`src/rtl/dcache_port_arbiter.sv`:
```
// rtl/dcache_port_arbiter.sv - round-robin arbiter sharing one D-cache port among load/store requesters
//
// Purpose: grants the single D-cache port to one of NUM_REQ requesters at a
// time. The grant is held until the cache answers with mem_resp_i. The response
// pulse is routed back to the owner only.
//
// Ports:
//   clk, rst                  clock and asynchronous active-low reset
//   req_read_i/req_write_i    per-requester read / write request (both set = write)
//   req_addr_i/req_wdata_i    per-requester address and lane-shifted store data
//   req_byte_en_i             per-requester byte enables
//   req_resp_o                one-hot response pulse to the current owner
//   req_rdata_o               cache read data broadcast to every requester
//   mem_*_o                   request side of the shared D-cache port
//   mem_resp_i/mem_data_i     cache response and read data
//   grant_o                   one-hot owner (combinational in IDLE, registered in BUSY)

module dcache_port_arbiter #(
   parameter int NUM_REQ = 2,
   parameter int IDX_W   = $clog2(NUM_REQ)
) (
   input  logic                     clk,
   input  logic                     rst,
   input  logic [NUM_REQ-1:0]       req_read_i,
   input  logic [NUM_REQ-1:0]       req_write_i,
   input  logic [NUM_REQ-1:0][31:0] req_addr_i,
   input  logic [NUM_REQ-1:0][31:0] req_wdata_i,
   input  logic [NUM_REQ-1:0][3:0]  req_byte_en_i,
   output logic [NUM_REQ-1:0]       req_resp_o,
   output logic [31:0]              req_rdata_o,
   output logic                     mem_read_o,
   output logic                     mem_write_o,
   output logic [31:0]              mem_addr_o,
   output logic [31:0]              mem_data_o,
   output logic [3:0]               mem_byte_en_o,
   input  logic                     mem_resp_i,
   input  logic [31:0]              mem_data_i,
   output logic [NUM_REQ-1:0]       grant_o
);

   typedef enum logic {
      ST_IDLE = 1'b0,
      ST_BUSY = 1'b1
   } state_t;

   state_t               state_q, state_d;
   logic [IDX_W-1:0]     rr_ptr_q, rr_ptr_d;
   logic [IDX_W-1:0]     gnt_q, gnt_d;
   logic [1:0]           op_q, op_d;        // {write, read}
   logic [31:0]          addr_q, addr_d;
   logic [31:0]          wdata_q, wdata_d;
   logic [3:0]           ben_q, ben_d;

   logic [NUM_REQ-1:0]   req_any;
   logic                 win_vld;
   logic [IDX_W-1:0]     win_idx;
   logic [NUM_REQ-1:0]   win_oh;
   logic [NUM_REQ-1:0]   gnt_oh;
   logic                 win_rd;
   logic                 win_wr;
   logic [31:0]          win_addr;
   logic [31:0]          win_wdata;
   logic [3:0]           win_ben;

   assign req_any     = req_read_i | req_write_i;
   assign req_rdata_o = mem_data_i;

   // Round-robin pick: first requester at or above rr_ptr_q, otherwise the
   // first one from index 0. Together the two passes form the wrap-around search.
   always_comb begin
      win_vld = 1'b0;
      win_idx = '0;
      for (int i = 0; i < NUM_REQ; i++) begin
         if (!win_vld && req_any[i] && (IDX_W'(i) >= rr_ptr_q)) begin
            win_vld = 1'b1;
            win_idx = IDX_W'(i);
         end
      end
      for (int i = 0; i < NUM_REQ; i++) begin
         if (!win_vld && req_any[i]) begin
            win_vld = 1'b1;
            win_idx = IDX_W'(i);
         end
      end
   end

   always_comb begin
      win_oh = '0;
      gnt_oh = '0;
      for (int i = 0; i < NUM_REQ; i++) begin
         win_oh[i] = win_vld && (win_idx == IDX_W'(i));
         gnt_oh[i] = (gnt_q == IDX_W'(i));
      end
   end

   // Winner's fields. A simultaneous read+write is treated as a write only.
   always_comb begin
      win_rd    = 1'b0;
      win_wr    = 1'b0;
      win_addr  = '0;
      win_wdata = '0;
      win_ben   = '0;
      for (int i = 0; i < NUM_REQ; i++) begin
         if (win_oh[i]) begin
            win_wr    = req_write_i[i];
            win_rd    = req_read_i[i] & ~req_write_i[i];
            win_addr  = req_addr_i[i];
            win_wdata = req_wdata_i[i];
            win_ben   = req_byte_en_i[i];
         end
      end
   end

   always_ff @(posedge clk or negedge rst) begin
      if (!rst) begin
         state_q  <= ST_IDLE;
         rr_ptr_q <= '0;
         gnt_q    <= '0;
         op_q     <= '0;
         addr_q   <= '0;
         wdata_q  <= '0;
         ben_q    <= '0;
      end else begin
         state_q  <= state_d;
         rr_ptr_q <= rr_ptr_d;
         gnt_q    <= gnt_d;
         op_q     <= op_d;
         addr_q   <= addr_d;
         wdata_q  <= wdata_d;
         ben_q    <= ben_d;
      end
   end

   always_comb begin
      state_d       = state_q;
      rr_ptr_d      = rr_ptr_q;
      gnt_d         = gnt_q;
      op_d          = op_q;
      addr_d        = addr_q;
      wdata_d       = wdata_q;
      ben_d         = ben_q;
      mem_read_o    = 1'b0;
      mem_write_o   = 1'b0;
      mem_addr_o    = '0;
      mem_data_o    = '0;
      mem_byte_en_o = '0;
      req_resp_o    = '0;
      grant_o       = '0;

      case (state_q)
         ST_IDLE: begin
            // mem_resp_i is deliberately ignored here, so a response to a
            // transaction aborted by reset cannot reach any requester.
            if (win_vld) begin
               mem_read_o    = win_rd;
               mem_write_o   = win_wr;
               mem_addr_o    = win_addr;
               mem_data_o    = win_wdata;
               mem_byte_en_o = win_ben;
               grant_o       = win_oh;
               gnt_d         = win_idx;
               op_d          = {win_wr, win_rd};
               addr_d        = win_addr;
               wdata_d       = win_wdata;
               ben_d         = win_ben;
               state_d       = ST_BUSY;
            end
         end
         ST_BUSY: begin
            // Requester inputs are not looked at while the transaction is open.
            mem_write_o   = op_q[1];
            mem_read_o    = op_q[0];
            mem_addr_o    = addr_q;
            mem_data_o    = wdata_q;
            mem_byte_en_o = ben_q;
            grant_o       = gnt_oh;
            if (mem_resp_i) begin
               req_resp_o = gnt_oh;
               rr_ptr_d   = (gnt_q == IDX_W'(NUM_REQ - 1)) ? '0 : gnt_q + IDX_W'(1);
               state_d    = ST_IDLE;
            end
         end
      endcase

      // The IDLE path is combinational from the requesters, so it has to be
      // forced quiet while reset is held.
      if (!rst) begin
         mem_read_o    = 1'b0;
         mem_write_o   = 1'b0;
         mem_addr_o    = '0;
         mem_data_o    = '0;
         mem_byte_en_o = '0;
         req_resp_o    = '0;
         grant_o       = '0;
      end
   end

endmodule

```
`config.mk`:
```
export PLATFORM = sky130hd
export DESIGN_NAME = dcache_port_arbiter
export DESIGN_NICKNAME = d
export VERILOG_FILES = /design/src/rtl/dcache_port_arbiter.sv
export SDC_FILE = /design/constraint.sdc
export NUM_CORES = 1
export LEC_CHECK = 0
export BUFFER_PORTS_ARGS = -buffer_cell sky130_fd_sc_hd__clkbuf_2
export CAP_MARGIN = 20
export CORE_MARGIN = 4
export CORE_UTILIZATION = 39
export DETAILED_ROUTE_END_ITERATION = 12
export HOLD_SLACK_MARGIN = 0.15
export PLACE_DENSITY = 0.78
export SLEW_MARGIN = 20
export SYNTH_ARGS = -nofsm -noshare
export SYNTH_HDL_FRONTEND = slang
export SYNTH_SLANG_ARGS = --single-unit
```
`constraint.sdc`:
```
create_clock -name clk -period 1.5 [get_ports clk]
set_clock_uncertainty 0.2 [all_clocks]
set_input_delay 0.075 -clock clk [delete_from_list [all_inputs] [get_ports clk]]
set_output_delay 0.075 -clock clk [all_outputs]
set_load 0.02 [all_outputs]
```
# Yosys cells after proc, flatten, opt, wreduce, memory -nomap -nowiden
# Cells that the tools add are included.
dict set report word_totals {
  regBits 73
  input_bits 175
  word_cells 72
  output_inout_bits 106
}
dict set report classes {
  n_reduce_logical 12
  n_bitwise 8
  magnitude_cmp 2
  n_mux 42
  n_addsub 1
}
# op n
set op_table {}
lappend op_table {{$mux W32} 8}
lappend op_table {{$pmux W32 S2} 2}
lappend op_table {{$mux W1} 18}
lappend op_table {{$mux W4} 4}
lappend op_table {{$mux W2} 5}
lappend op_table {{$pmux W4 S2} 1}
lappend op_table {{$logic_and A1 B1 Y1} 7}
lappend op_table {{$pmux W1 S2} 3}
lappend op_table {{$not A1 Y1} 5}
lappend op_table {{$pmux W2 S2} 1}
lappend op_table {{$reduce_and A2 Y1} 2}
lappend op_table {{$logic_not A1 Y1} 3}
lappend op_table {{$and A1 B1 Y1} 2}
lappend op_table {{$ge A1 B1 Y1 const A} 2}
lappend op_table {{$or A2 B2 Y2} 1}
lappend op_table {{$add A1 B1 Y1 const B} 1}

# Logic depth before layout (Yosys ltp)
dict set report depth {
  ltp_word 20
  ltp_mapped 7
  ltp_nobuf 4
}

# Least setup slack after synthesis
# No wires, ideal clock.
dict set report synth_path {
  path_kind {register -> output}
  startpoint {register rr_ptr_q}
  endpoint {output port mem_addr_o[10]}
  required_time_ns 1.225
  path_stages_with_launch 6
  t_arrival_ns 1.439
  path_buffers 2
  slack_ns -0.214
  path_cell_list {dfrtp_1 -> o21a_1 -> buf_4 -> buf_6 -> a22oi_1 -> o21ai_0}
}
dict set report synth_via {
  elab_chain_len 20
  elab_cells_between_ends 25
  cone_classes {order compare (2); mux (12); bitwise (1); reduce/logical (10)}
}
# element line_no
set synth_rtl {}
lappend synth_rtl {{from (decl)} 47} ;# logic [IDX_W-1:0] rr_ptr_q, rr_ptr_d;
lappend synth_rtl {{from (signal assigned)} 125} ;# rr_ptr_q <= rr_ptr_d;
lappend synth_rtl {{$ge A1 B1 Y1} 74} ;# if (!win_vld && req_any[i] && (IDX_W'(i) >= rr_ptr_q)) begin
lappend synth_rtl {{$logic_and A1 B1 Y1} 74}
lappend synth_rtl {{$mux W1} 74}
lappend synth_rtl {{$logic_not A1 Y1} 74}
lappend synth_rtl {{$logic_and A1 B1 Y1 (2 in series)} 74}
lappend synth_rtl {{$mux W1} 74}
lappend synth_rtl {{$logic_not A1 Y1} 80} ;# if (!win_vld && req_any[i]) begin
lappend synth_rtl {{$logic_and A1 B1 Y1} 80}
lappend synth_rtl {{(+2 left out)} -}
lappend synth_rtl {{$logic_and A1 B1 Y1} 80}
lappend synth_rtl {{$mux W1} 80}
lappend synth_rtl {{$not A1 Y1} 91} ;# win_oh[i] = win_vld && (win_idx == IDX_W'(i));
lappend synth_rtl {{$logic_and A1 B1 Y1} 91}
lappend synth_rtl {{$mux W32 (2 in series)} 104} ;# if (win_oh[i]) begin
lappend synth_rtl {{$mux W32 *} 154} ;# if (win_vld) begin
lappend synth_rtl {{$pmux W32 S2 *} 150} ;# case (state_q)
lappend synth_rtl {{$mux W32 *} 187} ;# if (!rst) begin
lappend synth_rtl {{to (decl)} 33} ;# output logic [31:0] mem_addr_o,
# Every way passes the cells marked *; elsewhere a longest branch is shown, timed or not.

# Worst setup path after layout
dict set report layout_path {
  startpoint {register rr_ptr_q}
  endpoint {output port mem_addr_o[12]}
}
# The elaborated chain is that of the path after synthesis.

==> reports/metrics.yaml <==
power_and_ir_drop:
  clkPwrFrac: 0.223
  ir_drop_v: 0.000632
  p_sw_mw: 3.52
  power_frac_comb: 0.490
  power_density_nw_per_um2: 1040
  p_seq_frac: 0.287
  intPower_mw: 6.02
  p_leak_nw: 4.17
  power_mw: 9.54
  swShare: 0.369
global_routing:
  grt.overflow.total: 0
  grt_pass1_wl_um: 30800
  grt_max_degree: 51
  grt_pass1_vias: 6248
  antenna_found_initial: 2
  grt.total_usage: 0.297
floorplanning:
  rows: 38
  die_y_um: 114
  boundaryPins: 281
  dieWidth_um: 114
  dieArea_um2: 13000
  start_util: 0.401
  coreArea_um2: 10900
setup_path:
  crit_slowest_cell: "dfrtp_2"
  crit_family: "compound AO/OA/AOI/OAI gates"
  path_cells: "o21a_4, buf_12, a22oi_2, o21ai_4, buf_2"
  cp-end-kind: "primary output"
  r2r_end: "addr_q[10]"
  worstPathRequired_ns: 1.22
  arrival_ns: 1.77
  reg2reg_from: "rr_ptr_q"
  r2r_cells: 7
  critPathBufInv: 2
  max_stage_delay_ns: 0.44
  path_class: "reg -> out"
  cp.depth: 5
  critPathLaunch: "rr_ptr_q"
  path_max_fanout: 13
  start_kind: "flop"
  r2r_slack_ns: -0.33
  crit_path_end: "mem_addr_o[12]"
timing:
  period_needed_ns: 2.05
  drv_slew: 0
  fin_crit_sh: 1.36
  worst_pin_slew_ns: 0.548
  max_slew_margin: 0.635
  fmaxAchievable_mhz: 489
  setup_viol: 143
  hold_viol: 1
  hold_slack_ns: -0.0793
  setup_ws_ns: -0.547
  grt_setup_unrepaired: "true"
  setup_tns_ns: -41.54
synth:
  ys_ff_latch: 73
  yosysMostFrequentCell: "nand2_1"
  synthCells: 528
  async_reset_ff_frac: 1.00
  synth-edff-count: 0
  synth_commonest_cells: "141 x nand2_1, 99 x o21ai_0, 73 x dfrtp_1, 48 x a22oi_1, 40 x o21ai_1"
  synth_top_cell_area_share: 0.416
  yosys.area.top_type: "dfrtp_1"
  ys_seq_area_frac: 0.416
  synth_nets: 703
  yosysWarnings: 0
  netlist-cell-type-count: 28
  post_synth.cell_area_avg_um2: 8.31
  synth.area.top_cells: "dfrtp_1 42%, nand2_1 12%, o21ai_0 11%, a22oi_1 8.2%, buf_4 6.3%"
  synthesis.area_um2: 4390
  ys.flop_type: "dfrtp_1"
run_status:
  violations: "negative hold slack, negative setup slack"
  status: "finished, violations left"
route:
  drt_iter0_markers: 399
  wl_per_cell_um: 21.2
  via_count: 6052
  vias_per_cell: 5.66
  firstDrtPassIters: 5
  drc_errors: 0
  route.antenna.remaining_nets: 0
  routed_wl_um: 22700
job:
  max_cap_violations: 0
finish:
  nFillCells: 514
  fin_util: 0.842
  multi_input_area_um2: 2830
  nNetsFinal: 1098
  area_delta_synth_final_pct: 110
  seq_area_um2: 1830
  drive_gt1_frac: 0.531
hold_path:
  hp-class: "in -> reg"
  worstHoldStart: "req_addr_i[62]"
clock_network:
  cts_max_path_buffers: 2
  root_buffer: "clkbuf_16"
  path_clk_slew_ns: 0.05
  clk_latency_ns: 0.32
  cts_tree: "done"
  htree_levels: 3
  cts_made_buffers: 9
  cts.sinks: 73
placement:
  hpwlAfterDp_um: 10300
  gp_congestion: 0.848
  io_buffers: 216
## state kept, by name, summed over array words and instances (netlist names)
| register | count |
|---|---|
| op_q | 2 |
| gnt_q | 1 |
| wdata_q | 32 |
| ben_q | 4 |
| rr_ptr_q | 1 |
| state_q | 1 |
| addr_q | 32 |
## logic make-up (layout without fill, tap and decap cells)
| group | count (synthesis) | in the layout | synth area share |
|---|---|---|---|
| buf+inv | 80 | 479 | 0.121 |
| flops | 73 | 73 | 0.416 |
| mux | 1 | 1 | 0.00228 |
| compound gates | 220 | 220 | 0.322 |
| other cells | 0 | 2 | 0 |
| simple gates | 154 | 154 | 0.139 |
## worst reg2reg max path: cells and delay by family, from the launching register on
kind | cells | cell delay, ns
flip-flops | 1 | 0.44
AO/OA/AOI/OAI | 3 | 0.57
buffers and inverters | 4 | 0.50
## routing by layer
metal / up-vias / part of all wire / routed length [um] / GRT usage
met5: - / 0 / 0 / 0
met4: 0 / 0.054 / 1220 / 0.175
met3: 112 / 0.078 / 1770 / 0.0719
met2: 401 / 0.52 / 11700 / 0.529
met1: 2910 / 0.35 / 7990 / 0.317
li1: 2629 / - / - / -
## final cells by class
class,instances,area share
sequential,73,0.199
inverter,2,0.000816
clock inverter,3,0.00435
tap,140,0.0190
multi-input combinational,375,0.308
clock buffer,12,0.0279
antenna,2,0.000544
timing repair buffer,462,0.441
## power groups by stage
| stage | registers [mW] | clock network, mW | logic, mW |
|---|---|---|---|
| finish | 2.74 | 2.13 | 4.67 |
| floorplan | 2.65 | 0 | 2.11 |
| detailed placement | 2.72 | 0 | 3.04 |
| CTS | 2.69 | 2.17 | 3.83 |
| global placement | 2.68 | 0 | 2.94 |
| global route | 2.77 | 2.25 | 4.92 |
## cell usage in the layout (no fill, tap or decap), drive strengths merged, types with 3 or more instances in the layout
cell,count
a21oi,4
a22oi,68
and2,3
buf,130
clkbuf,177
dfrtp,73
dlygate4sd3,167
nand2,141
nor2,4
o21ai,139
## worst min-delay path by stage
stage | to | slack (ns) | cells after the start
2_1_floorplan | addr_q[0] | -0.42 | 0
3_3_place_gp | op_q[0] | -0.17 | 2
3_5_place_dp | op_q[0] | -0.16 | 2
4_1_cts | addr_q[30] | -0.09 | 3
5_1_grt | addr_q[30] | -0.05 | 3
6_report | addr_q[30] | -0.08 | 3
## stage by stage
step	cell area [um2]	setup slack, ns	cells
after global placement	6160	-0.184	860
final	9210	-0.547	1069
after CTS	8580	-0.515	1045
after global routing	9210	-0.602	1069
after detailed placement	6160	-0.216	860
after floorplan	4910	-0.0416	528
## timing repair
action,CTS,global route
setup endpoints to repair,133,144
pin swaps,5,36
gates cloned,1,6
endpoints found under the hold margin,176,6
setup buffers,3,15
hold buffers,166,1
gates resized for setup,118,180
No activity file was read; power rests on OpenSTA's default activity.
